--- src/rtl/fcs_check.sv ---
// fcs_check: receive-side frame checker for one 8-bit RX lane.
// Strips preamble/SFD and forwards DA..FCS with sof/eof markers at a fixed
// two-cycle latency. On the last byte it reports CRC-32 residue and length
// errors, and it keeps saturating good/bad frame counters.
module fcs_check #(
  parameter int MIN_LEN = 64,
  parameter int MAX_LEN = 1518,
  parameter int CNT_W   = 16
) (
  input  logic             clk,
  input  logic             reset,
  input  logic [7:0]       rx_data,
  input  logic             rx_ctrl,
  output logic [7:0]       out_data,
  output logic             out_valid,
  output logic             out_sof,
  output logic             out_eof,
  output logic             out_fcs_err,
  output logic             out_len_err,
  output logic [CNT_W-1:0] good_cnt,
  output logic [CNT_W-1:0] bad_cnt
);

  typedef enum logic [1:0] {
    IDLE,
    PREAMBLE,
    FRAME,
    DROP
  } state_t;

  localparam logic [7:0]  PRE_BYTE    = 8'h55;
  localparam logic [7:0]  SFD_BYTE    = 8'hD5;
  localparam logic [31:0] CRC_POLY    = 32'hEDB88320;
  localparam logic [31:0] CRC_INIT    = 32'hFFFFFFFF;
  localparam logic [31:0] CRC_RESIDUE = 32'hDEBB20E3;
  localparam logic [2:0]  PRE_LIMIT   = 3'd7;

  // Byte counter is 11 bits and sticks at all ones, which is well past MAX_LEN.
  localparam int               LEN_W     = 11;
  localparam logic [LEN_W-1:0] LEN_SAT   = '1;
  localparam logic [LEN_W-1:0] MIN_LEN_L = LEN_W'(MIN_LEN);
  localparam logic [LEN_W-1:0] MAX_LEN_L = LEN_W'(MAX_LEN);

  // Reflected CRC-32 update for one byte, data bits taken LSB first.
  function automatic logic [31:0] crc_byte(input logic [31:0] crc,
                                           input logic [7:0]  data);
    logic [31:0] c;
    c = crc;
    for (int i = 0; i < 8; i++) begin
      if (c[0] ^ data[i]) c = (c >> 1) ^ CRC_POLY;
      else                c = c >> 1;
    end
    return c;
  endfunction

  state_t             state_q, state_d;
  logic [2:0]         pre_cnt_q, pre_cnt_d;
  logic [31:0]        crc_q, crc_d;
  logic [LEN_W-1:0]   len_q, len_d;
  logic [7:0]         s1_data_q, s1_data_d;
  logic               s1_full_q, s1_full_d;
  logic               s1_sof_q, s1_sof_d;
  logic [7:0]         out_data_q, out_data_d;
  logic               out_valid_q, out_valid_d;
  logic               out_sof_q, out_sof_d;
  logic               out_eof_q, out_eof_d;
  logic               out_fcs_err_q, out_fcs_err_d;
  logic               out_len_err_q, out_len_err_d;
  logic [CNT_W-1:0]   good_q, good_d;
  logic [CNT_W-1:0]   bad_q, bad_d;

  logic               fcs_bad;
  logic               len_bad;

  // Next-state, hold-register, CRC/length tracking and output selection.
  always_comb begin
    // NOTE: every signal gets a default before the case so no path leaves it
    // unassigned; otherwise synthesis would infer a latch to hold the value.
    state_d       = state_q;
    pre_cnt_d     = pre_cnt_q;
    crc_d         = crc_q;
    len_d         = len_q;
    s1_data_d     = s1_data_q;
    s1_full_d     = s1_full_q;
    s1_sof_d      = s1_sof_q;
    out_data_d    = 8'h00;
    out_valid_d   = 1'b0;
    out_sof_d     = 1'b0;
    out_eof_d     = 1'b0;
    out_fcs_err_d = 1'b0;
    out_len_err_d = 1'b0;
    good_d        = good_q;
    bad_d         = bad_q;

    // The CRC and count already include the byte sitting in s1.
    fcs_bad = (crc_q != CRC_RESIDUE);
    len_bad = (len_q < MIN_LEN_L) || (len_q > MAX_LEN_L);

    unique case (state_q)
      IDLE: begin
        if (rx_ctrl) begin
          if (rx_data == PRE_BYTE) begin
            state_d   = PREAMBLE;
            pre_cnt_d = 3'd1;
          end else begin
            state_d = DROP;
          end
        end
      end

      PREAMBLE: begin
        if (!rx_ctrl) begin
          state_d = IDLE;
        end else if (rx_data == SFD_BYTE) begin
          state_d   = FRAME;
          crc_d     = CRC_INIT;
          len_d     = '0;
          s1_full_d = 1'b0;
          s1_sof_d  = 1'b0;
        end else if (rx_data == PRE_BYTE && pre_cnt_q != PRE_LIMIT) begin
          pre_cnt_d = pre_cnt_q + 3'd1;
        end else begin
          state_d = DROP;
        end
      end

      FRAME: begin
        if (rx_ctrl) begin
          // A new byte pushes the held one out, keeping latency fixed.
          if (s1_full_q) begin
            out_valid_d = 1'b1;
            out_data_d  = s1_data_q;
            out_sof_d   = s1_sof_q;
          end
          s1_data_d = rx_data;
          s1_full_d = 1'b1;
          s1_sof_d  = !s1_full_q;
          crc_d     = crc_byte(crc_q, rx_data);
          len_d     = (len_q == LEN_SAT) ? len_q : len_q + LEN_W'(1);
        end else begin
          // rx_ctrl fell: the held byte is the last FCS byte.
          state_d   = IDLE;
          s1_full_d = 1'b0;
          s1_sof_d  = 1'b0;
          if (s1_full_q) begin
            out_valid_d   = 1'b1;
            out_data_d    = s1_data_q;
            out_sof_d     = s1_sof_q;
            out_eof_d     = 1'b1;
            out_fcs_err_d = fcs_bad;
            out_len_err_d = len_bad;
            if (fcs_bad || len_bad) begin
              if (bad_q != '1) bad_d = bad_q + CNT_W'(1);
            end else begin
              if (good_q != '1) good_d = good_q + CNT_W'(1);
            end
          end
        end
      end

      DROP: begin
        if (!rx_ctrl) state_d = IDLE;
      end

      default: state_d = IDLE;
    endcase
  end

  // State and pipeline registers; reset clears outputs so an aborted frame
  // never produces an eof.
  always_ff @(posedge clk or posedge reset) begin
    // NOTE: sequential state uses non-blocking assignments so every flop
    // samples the pre-edge values regardless of statement order.
    if (reset) begin
      state_q       <= IDLE;
      pre_cnt_q     <= 3'd0;
      crc_q         <= CRC_INIT;
      len_q         <= '0;
      s1_data_q     <= 8'h00;
      s1_full_q     <= 1'b0;
      s1_sof_q      <= 1'b0;
      out_data_q    <= 8'h00;
      out_valid_q   <= 1'b0;
      out_sof_q     <= 1'b0;
      out_eof_q     <= 1'b0;
      out_fcs_err_q <= 1'b0;
      out_len_err_q <= 1'b0;
      good_q        <= '0;
      bad_q         <= '0;
    end else begin
      state_q       <= state_d;
      pre_cnt_q     <= pre_cnt_d;
      crc_q         <= crc_d;
      len_q         <= len_d;
      s1_data_q     <= s1_data_d;
      s1_full_q     <= s1_full_d;
      s1_sof_q      <= s1_sof_d;
      out_data_q    <= out_data_d;
      out_valid_q   <= out_valid_d;
      out_sof_q     <= out_sof_d;
      out_eof_q     <= out_eof_d;
      out_fcs_err_q <= out_fcs_err_d;
      out_len_err_q <= out_len_err_d;
      good_q        <= good_d;
      bad_q         <= bad_d;
    end
  end

  assign out_data    = out_data_q;
  assign out_valid   = out_valid_q;
  assign out_sof     = out_sof_q;
  assign out_eof     = out_eof_q;
  assign out_fcs_err = out_fcs_err_q;
  assign out_len_err = out_len_err_q;
  assign good_cnt    = good_q;
  assign bad_cnt     = bad_q;

endmodule

--- config.mk ---
export PLATFORM = sky130hd
export DESIGN_NAME = fcs_check
export DESIGN_NICKNAME = d
export VERILOG_FILES = /design/src/rtl/fcs_check.sv
export SDC_FILE = /design/constraint.sdc
export NUM_CORES = 1
export LEC_CHECK = 0
export BUFFER_PORTS_ARGS = -buffer_cell sky130_fd_sc_hd__buf_2
export CAP_MARGIN = 20
export CELL_PAD_IN_SITES_DETAIL_PLACEMENT = 2
export CELL_PAD_IN_SITES_GLOBAL_PLACEMENT = 2
export CORE_MARGIN = 2
export CORE_UTILIZATION = 42
export CTS_CLUSTER_SIZE = 14
export DETAILED_ROUTE_END_ITERATION = 10
export GPL_TIMING_DRIVEN = 0
export PLACE_DENSITY = 0.88
export SYNTH_ARGS = -nofsm -noshare
export SYNTH_HDL_FRONTEND = slang
export SYNTH_SLANG_ARGS = --single-unit
export TNS_END_PERCENT = 1
--- constraint.sdc ---
create_clock -name clk -period 7.2 [get_ports clk]
set_input_delay 1.44 -clock clk [delete_from_list [all_inputs] [get_ports clk]]
set_output_delay 1.44 -clock clk [all_outputs]
set_load 0.05 [all_outputs]
## Yosys cells after proc, flatten, opt, wreduce, memory -nomap -nowiden

Index checks and enable logic that the tools add are counted.

- Add/subtract/negate cells: 4
- Magnitude comparators: 2
- Eq/ne operators: 20
- Multiplexer cells: 64
- Bitwise logic cells: 18
- Reduce and logical (&&, ||, !) cells: 16

Operators by type and width:

| kind | number |
|---|---|
| 2-to-1 mux 32 bit | 25 |
| inverter 13 -> 14 bit | 8 |
| one-hot mux 32 bit (2 select lines) | 1 |
| 2-to-1 mux 11 bit | 4 |
| adder 16 x 1 -> 16 bit (second input constant) | 2 |
| inequality test 16 bit (second input constant) | 2 |
| inequality test 32 bit (second input constant) | 1 |
| one-hot mux 11 bit (2 select lines) | 1 |
| inequality test 2 bit (second input constant) | 9 |
| 2-to-1 mux 1 bit | 16 |
| 2-to-1 mux 8 bit | 2 |
| 2-to-1 mux 3 bit | 5 |
| AND reduction 5 bit | 3 |
| 2-to-1 mux 2 bit | 6 |
| adder 11 x 1 -> 11 bit (second input constant) | 1 |
| equality test 11 bit (second input constant) | 1 |
| > comparator 11 bit (second input constant) | 1 |
| < comparator 11 x 7 -> 1 bit (second input constant) | 1 |
| equality test 8 x 7 -> 1 bit (second input constant) | 1 |
| equality test 8 bit (second input constant) | 1 |
| bitwise XOR 1 bit | 8 |
| one-hot mux 2 bit (3 select lines) | 1 |
| one-hot mux 3 bit (2 select lines) | 1 |
| AND reduction 3 bit | 2 |
| other kinds (16) | 21 |

- Register bits: 103
- Input port bits: 11
- Output and inout bits: 45
- Word-level logic and storage cells: 139

## Depth between registers and ports, before layout

- Depth after elaboration: 32
- Gate-level depth with buffers: 8
- Depth with buffers taken out: 6

## Least setup slack after synthesis

Ideal clock, no wire load.

- Kind: input to register
- Start point: input rx_data[3]
- End point: register pre_cnt_q[0]
- Setup time: 0.128 ns
- Arrival time: 2.851 ns
- Data required time: 7.072 ns
- Path slack: 4.222 ns
- Stages on the path: 5
- Buffers on the path: 0
- Cell sequence: nor4bb_1 > nand2_1 > a2111oi_0 > nand2_1 > mux2_1

- Cells in the longest elaborated chain, start to end: 4
- Elaborated cells on any way between the ends: 7
- Those cells by class: eq/ne: 5; reduce/logical: 2

Ends and longest elaborated chain:

| what | RTL line | text |
|---|---|---|
| start: declaration | 12 | `input logic [7:0] rx_data,` |
| equality test 8 x 7 -> 1 bit | 102, 120 |  |
| logical AND 1 bit | 120 | `end else if (rx_data == PRE_BYTE && pre_cnt_q != PRE_LIMIT) begin` |
| inequality test 2 bit (no line) | -- |  |
| AND reduction 6 bit (no line) (*) | -- |  |
| end signal: assignment | 192 | `pre_cnt_q <= pre_cnt_d;` |
| end: declaration | 57 | `logic [2:0] pre_cnt_q, pre_cnt_d;` |

Every way passes the cells marked *; elsewhere a longest branch is shown, timed or not.
A chain may end at the register's enable or synchronous reset.

## Worst setup path in the final report

- Start point: input rx_data[6]
- End point: register crc_q[24]

- Cells in the longest elaborated chain, start to end: 3

Ends and longest elaborated chain:

| what | RTL line | text |
|---|---|---|
| equality test 8 bit | 114 | `end else if (rx_data == SFD_BYTE) begin` |
| inequality test 2 bit (no line) | -- |  |
| AND reduction 4 bit (no line) | -- |  |
| end signal: assignment | 193 | `crc_q <= crc_d;` |
| end: declaration | 58 | `logic [31:0] crc_q, crc_d;` |

Every way passes these cells.

==> impl_metrics.tcl <==
set metrics [dict create \
    grt_first_pass_wirelength_um 25500 \
    vias_per_cell 5.49 \
    fp.dieW_um 116 \
    post-route-worst-setup-slack_ns 3.58 \
    areaGrowthSynthToFinish_pct 15.9 \
    antenna_found_initial 0 \
    final-seq-area_um2 2620 \
    avgRoutedWirePerCell_um 21.3 \
    post_cts.repair.setup_buffers 0 \
    yosysSeqAreaShare_pct 49.4 \
    finClkSkew_ns 0.00619 \
    holdBufCountCts 0 \
    cell_type_with_the_largest_total_area_after_synthesis "dfrtp_1" \
    final_cell_mix "71 x dfrtp_1, 56 x buf_2, 50 x xnor2_1" \
    placement.setup.worst_slack_ns 3.18 \
    setup_viol 0 \
    detailroute.via_count 4041 \
    vdd_ir_max_uv 267 \
    dp_cells 720 \
    layout.cells.most_common "dfrtp_1" \
    ant_nets 0 \
    initial_utilization_pct 42.5 \
    synth.cell_area_um2 5300 \
    worst_setup_path_start_kind "primary input" \
    maxSlewHeadroom_pct 45.1 \
    synth.lib_cells_used.distinct 46 \
    final_max_slew_viol_count 0 \
    ys_warn_count 0 \
    net-switching-power_uw 1050 \
    number_of_filler_cells_placed_in_the_layout 1315 \
    cts_buffers 9 \
    largest_cells_by_area_after_synthesis "dfrtp_1 34%, dfstp_2 16%, xnor2_1 8.3%, xor2_1 6.9%, nand2_1 3.0%" \
    avgSynthCellArea_um2 10.8 \
    synth_top_flop_cell "dfrtp_1" \
    grt_overflow 0 \
    clk_network_pwr_share_pct 19.5 \
    multi_input_area_um2 2560 \
    post-route-drc-count 0 \
    hold_sp "s1_data_q[2]$_DFFE_PP0P_" \
    clkLatencyLatePin_ns 0.36 \
    std_cell_rows 41 \
    worstPathMaxFanout 10 \
    pwr_density_cell_nw_per_um2 439 \
    place_congestion 0.857 \
    timing.fmax_mhz 276 \
    hold_class "register to register" \
    proportion_of_total_power_due_to_net_switching_pct 39.1 \
    hold_path_depth 2 \
    synth_async_reset_ratio_pct 100 \
    yosys.area.top_type_share_pct 33.6 \
    period_minus_slack_ns 3.62 \
    sinks_on_the_clock_net 103 \
    crit_family "simple AND/OR/NAND/NOR gates" \
    sequence_of_cells_on_the_critical_path "buf_2 > nor4bb_1 > and4_1 > buf_2 > or2_1 > clkbuf_1 > clkbuf_1 > nor2_1 > a21oi_1" \
    detailed_place.area_um2 5820 \
    register_clock_pin_slew_on_the_reported_worst_setup_and_hold_paths_ns 0.07 \
    htreeDepth 3 \
    critical_path_s_slowest_cell "nor4bb_1" \
    timing.setup.tns_ns 0 \
    post_layout_nonfiller_instances 736 \
    internal-power_uw 1640 \
    timing.rr.end "good_cnt[1]$_DFFE_PP0P_" \
    worst_case_reg_to_reg_path_depth 6 \
    r2r_start "crc_q[31]$_DFFE_PP1P_" \
    die_h_um 116 \
    number_of_i_o_port_buffers 55 \
    holdPathEnd "s1_data_q[2]$_DFFE_PP0P_" \
    number_of_global_route_vias_before_repair 4577 \
    max_cap_viol_count 0 \
    worst-r2r-setup-slack_ns 4.43 \
    floorplan.io_pins 56 \
    design.die.area_um2 13500 \
    setup.worst_path.end_class "register" \
    synth_cells 492 \
    timing_worst_slew_pin_value_ns 0.813 \
    synthesis.nets 508 \
    final_worst_path_cycle_share_pct 50.2 \
    total_iterations_of_the_first_detailed_routing_run 4 \
    post_route_cells_drive_above_1_share_pct 22.2 \
    worstPathArrival_ns 3.89 \
    synth_edf_count 0 \
    run_status "finished clean" \
    cp.required_ns 7.47 \
    p_leak_uw 0.00287 \
    combinationalPowerShare_pct 46.9 \
    power.share.sequential_pct 33.6 \
    unrepaired_setup_endpoints_after_global_routing "false" \
    hold_violations_final 0 \
    clock_tree.buffer_depth 2 \
    drt_wl_total_um 15700 \
    tritoncts "built" \
    dr.first_iter.drc_count 177 \
    layout.nets 575 \
    antenna_cells 0 \
    ys_seq_elements 103 \
    setup.worst_path.class "primary input to register" \
    maximum_number_of_pins_on_one_net_before_global_route_repair 60 \
    finalInstanceArea_um2 6130 \
    grtUsageTotal_pct 25.0 \
    critical_path.max_stage_delay_ns 0.61 \
    clock_tree.root_cell "clkbuf_16" \
    core-area_um2 12500 \
    dp_hpwl_um 11300 \
    cp.buffers_inverters 4 \
    post_cts_resized 0 \
]
[per-layer routing]
| metal | share of wire, % | up-vias | track usage (%) |
|---|---|---|---|
| met5 | 0 | - | 0 |
| met4 | 1.6 | 0 | 7.86 |
| met3 | 2.8 | 18 | 2.80 |
| met2 | 52 | 80 | 44.9 |
| met1 | 43 | 2103 | 31.4 |
| li1 | - | 1840 | - |
[metrics by stage]
stage / power, µW / utilization, % / hold WS (ns)
after floorplan: 1860 / - / 0.437
after global placement: 2080 / 46.4 / 0.453
after detailed placement: 2170 / 46.7 / 0.468
after CTS: 2720 / 49.2 / 0.486
after global routing: 2860 / 49.2 / 0.507
final: 2690 / 49.2 / 0.484
[kinds of logic (layout without fill, tap and decap cells)]
group	after synthesis	in the layout	synth area share, %
compound gates	47	47	5.13
mux	6	6	1.23
simple gates	195	195	20.5
fa+ha+maj	5	5	1.18
buf+inv	29	101	2.15
flops	103	103	49.4
xor+xnor	107	107	20.4
[power groups by stage]
| stage | combinational [µW] | sequential, µW | clock (µW) |
|---|---|---|---|
| 2_1_floorplan | 953 | 905 | 0 |
| 3_3_place_gp | 1180 | 900 | 0 |
| 3_5_place_dp | 1250 | 913 | 0 |
| 4_1_cts | 1280 | 905 | 537 |
| 5_1_grt | 1380 | 922 | 555 |
| 6_report | 1260 | 906 | 525 |
[cells in the mapped netlist (4+ instances only)]
cell type,count
nand2_1,42
nand3_1,16
clkbuf_1,21
nor2_1,27
inv_1,5
xnor3_1,5
and2_1,6
xnor2_1,50
xnor2_2,6
and4_1,7
ha_1,5
and3_1,21
a21oi_1,30
dfrtp_1,71
nand4_1,17
a31oi_1,5
dfstp_2,32
xor2_2,4
nor4_2,7
xor2_1,42
nor3_1,31
[layout make-up]
cell class	count	share of cell area [%]
Sequential cell	103	42.7
Multi-Input combinational cell	360	41.8
Timing Repair Buffer	56	4.94
Clock buffer	12	4.34
Tap cell	172	3.51
Buffer	23	1.49
Clock inverter	4	0.857
Inverter	6	0.408
[registers in the layout, summed over array words and instances (netlist names)]
name and flops:
pre_cnt_q 3, out_fcs_err 1, s1_full_q 1, out_valid 1, len_q 11, out_len_err 1, s1_sof_q 1, good_cnt 16
out_eof 1, s1_data_q 8, crc_q 32, state_q 2, bad_cnt 16, out_sof 1, out_data 8
[worst max-delay path by stage]
stage | startpoint | end | cells past startpoint
final | rx_data[6] | crc_q[24]$_DFFE_PP1P_ | 9
after global routing | rx_data[6] | crc_q[24]$_DFFE_PP1P_ | 9
after CTS | rx_data[6] | crc_q[24]$_DFFE_PP1P_ | 9
after detailed placement | rx_data[6] | crc_q[24]$_DFFE_PP1P_ | 9
after global placement | reset | out_data[4]$_DFF_PP0_ | 2
after floorplan | reset | bad_cnt[0]$_DFFE_PP0P_ | 1
[worst register-to-register path: cells and delay by family (launching register included)]
kind	cells	cell delay [ns]
mux	1	0.35
buf+inv	1	0.26
simple gates	3	1.24
compound gates	1	0.27
flops	1	0.56
Note: power is estimated with default switching activity, not from simulation.
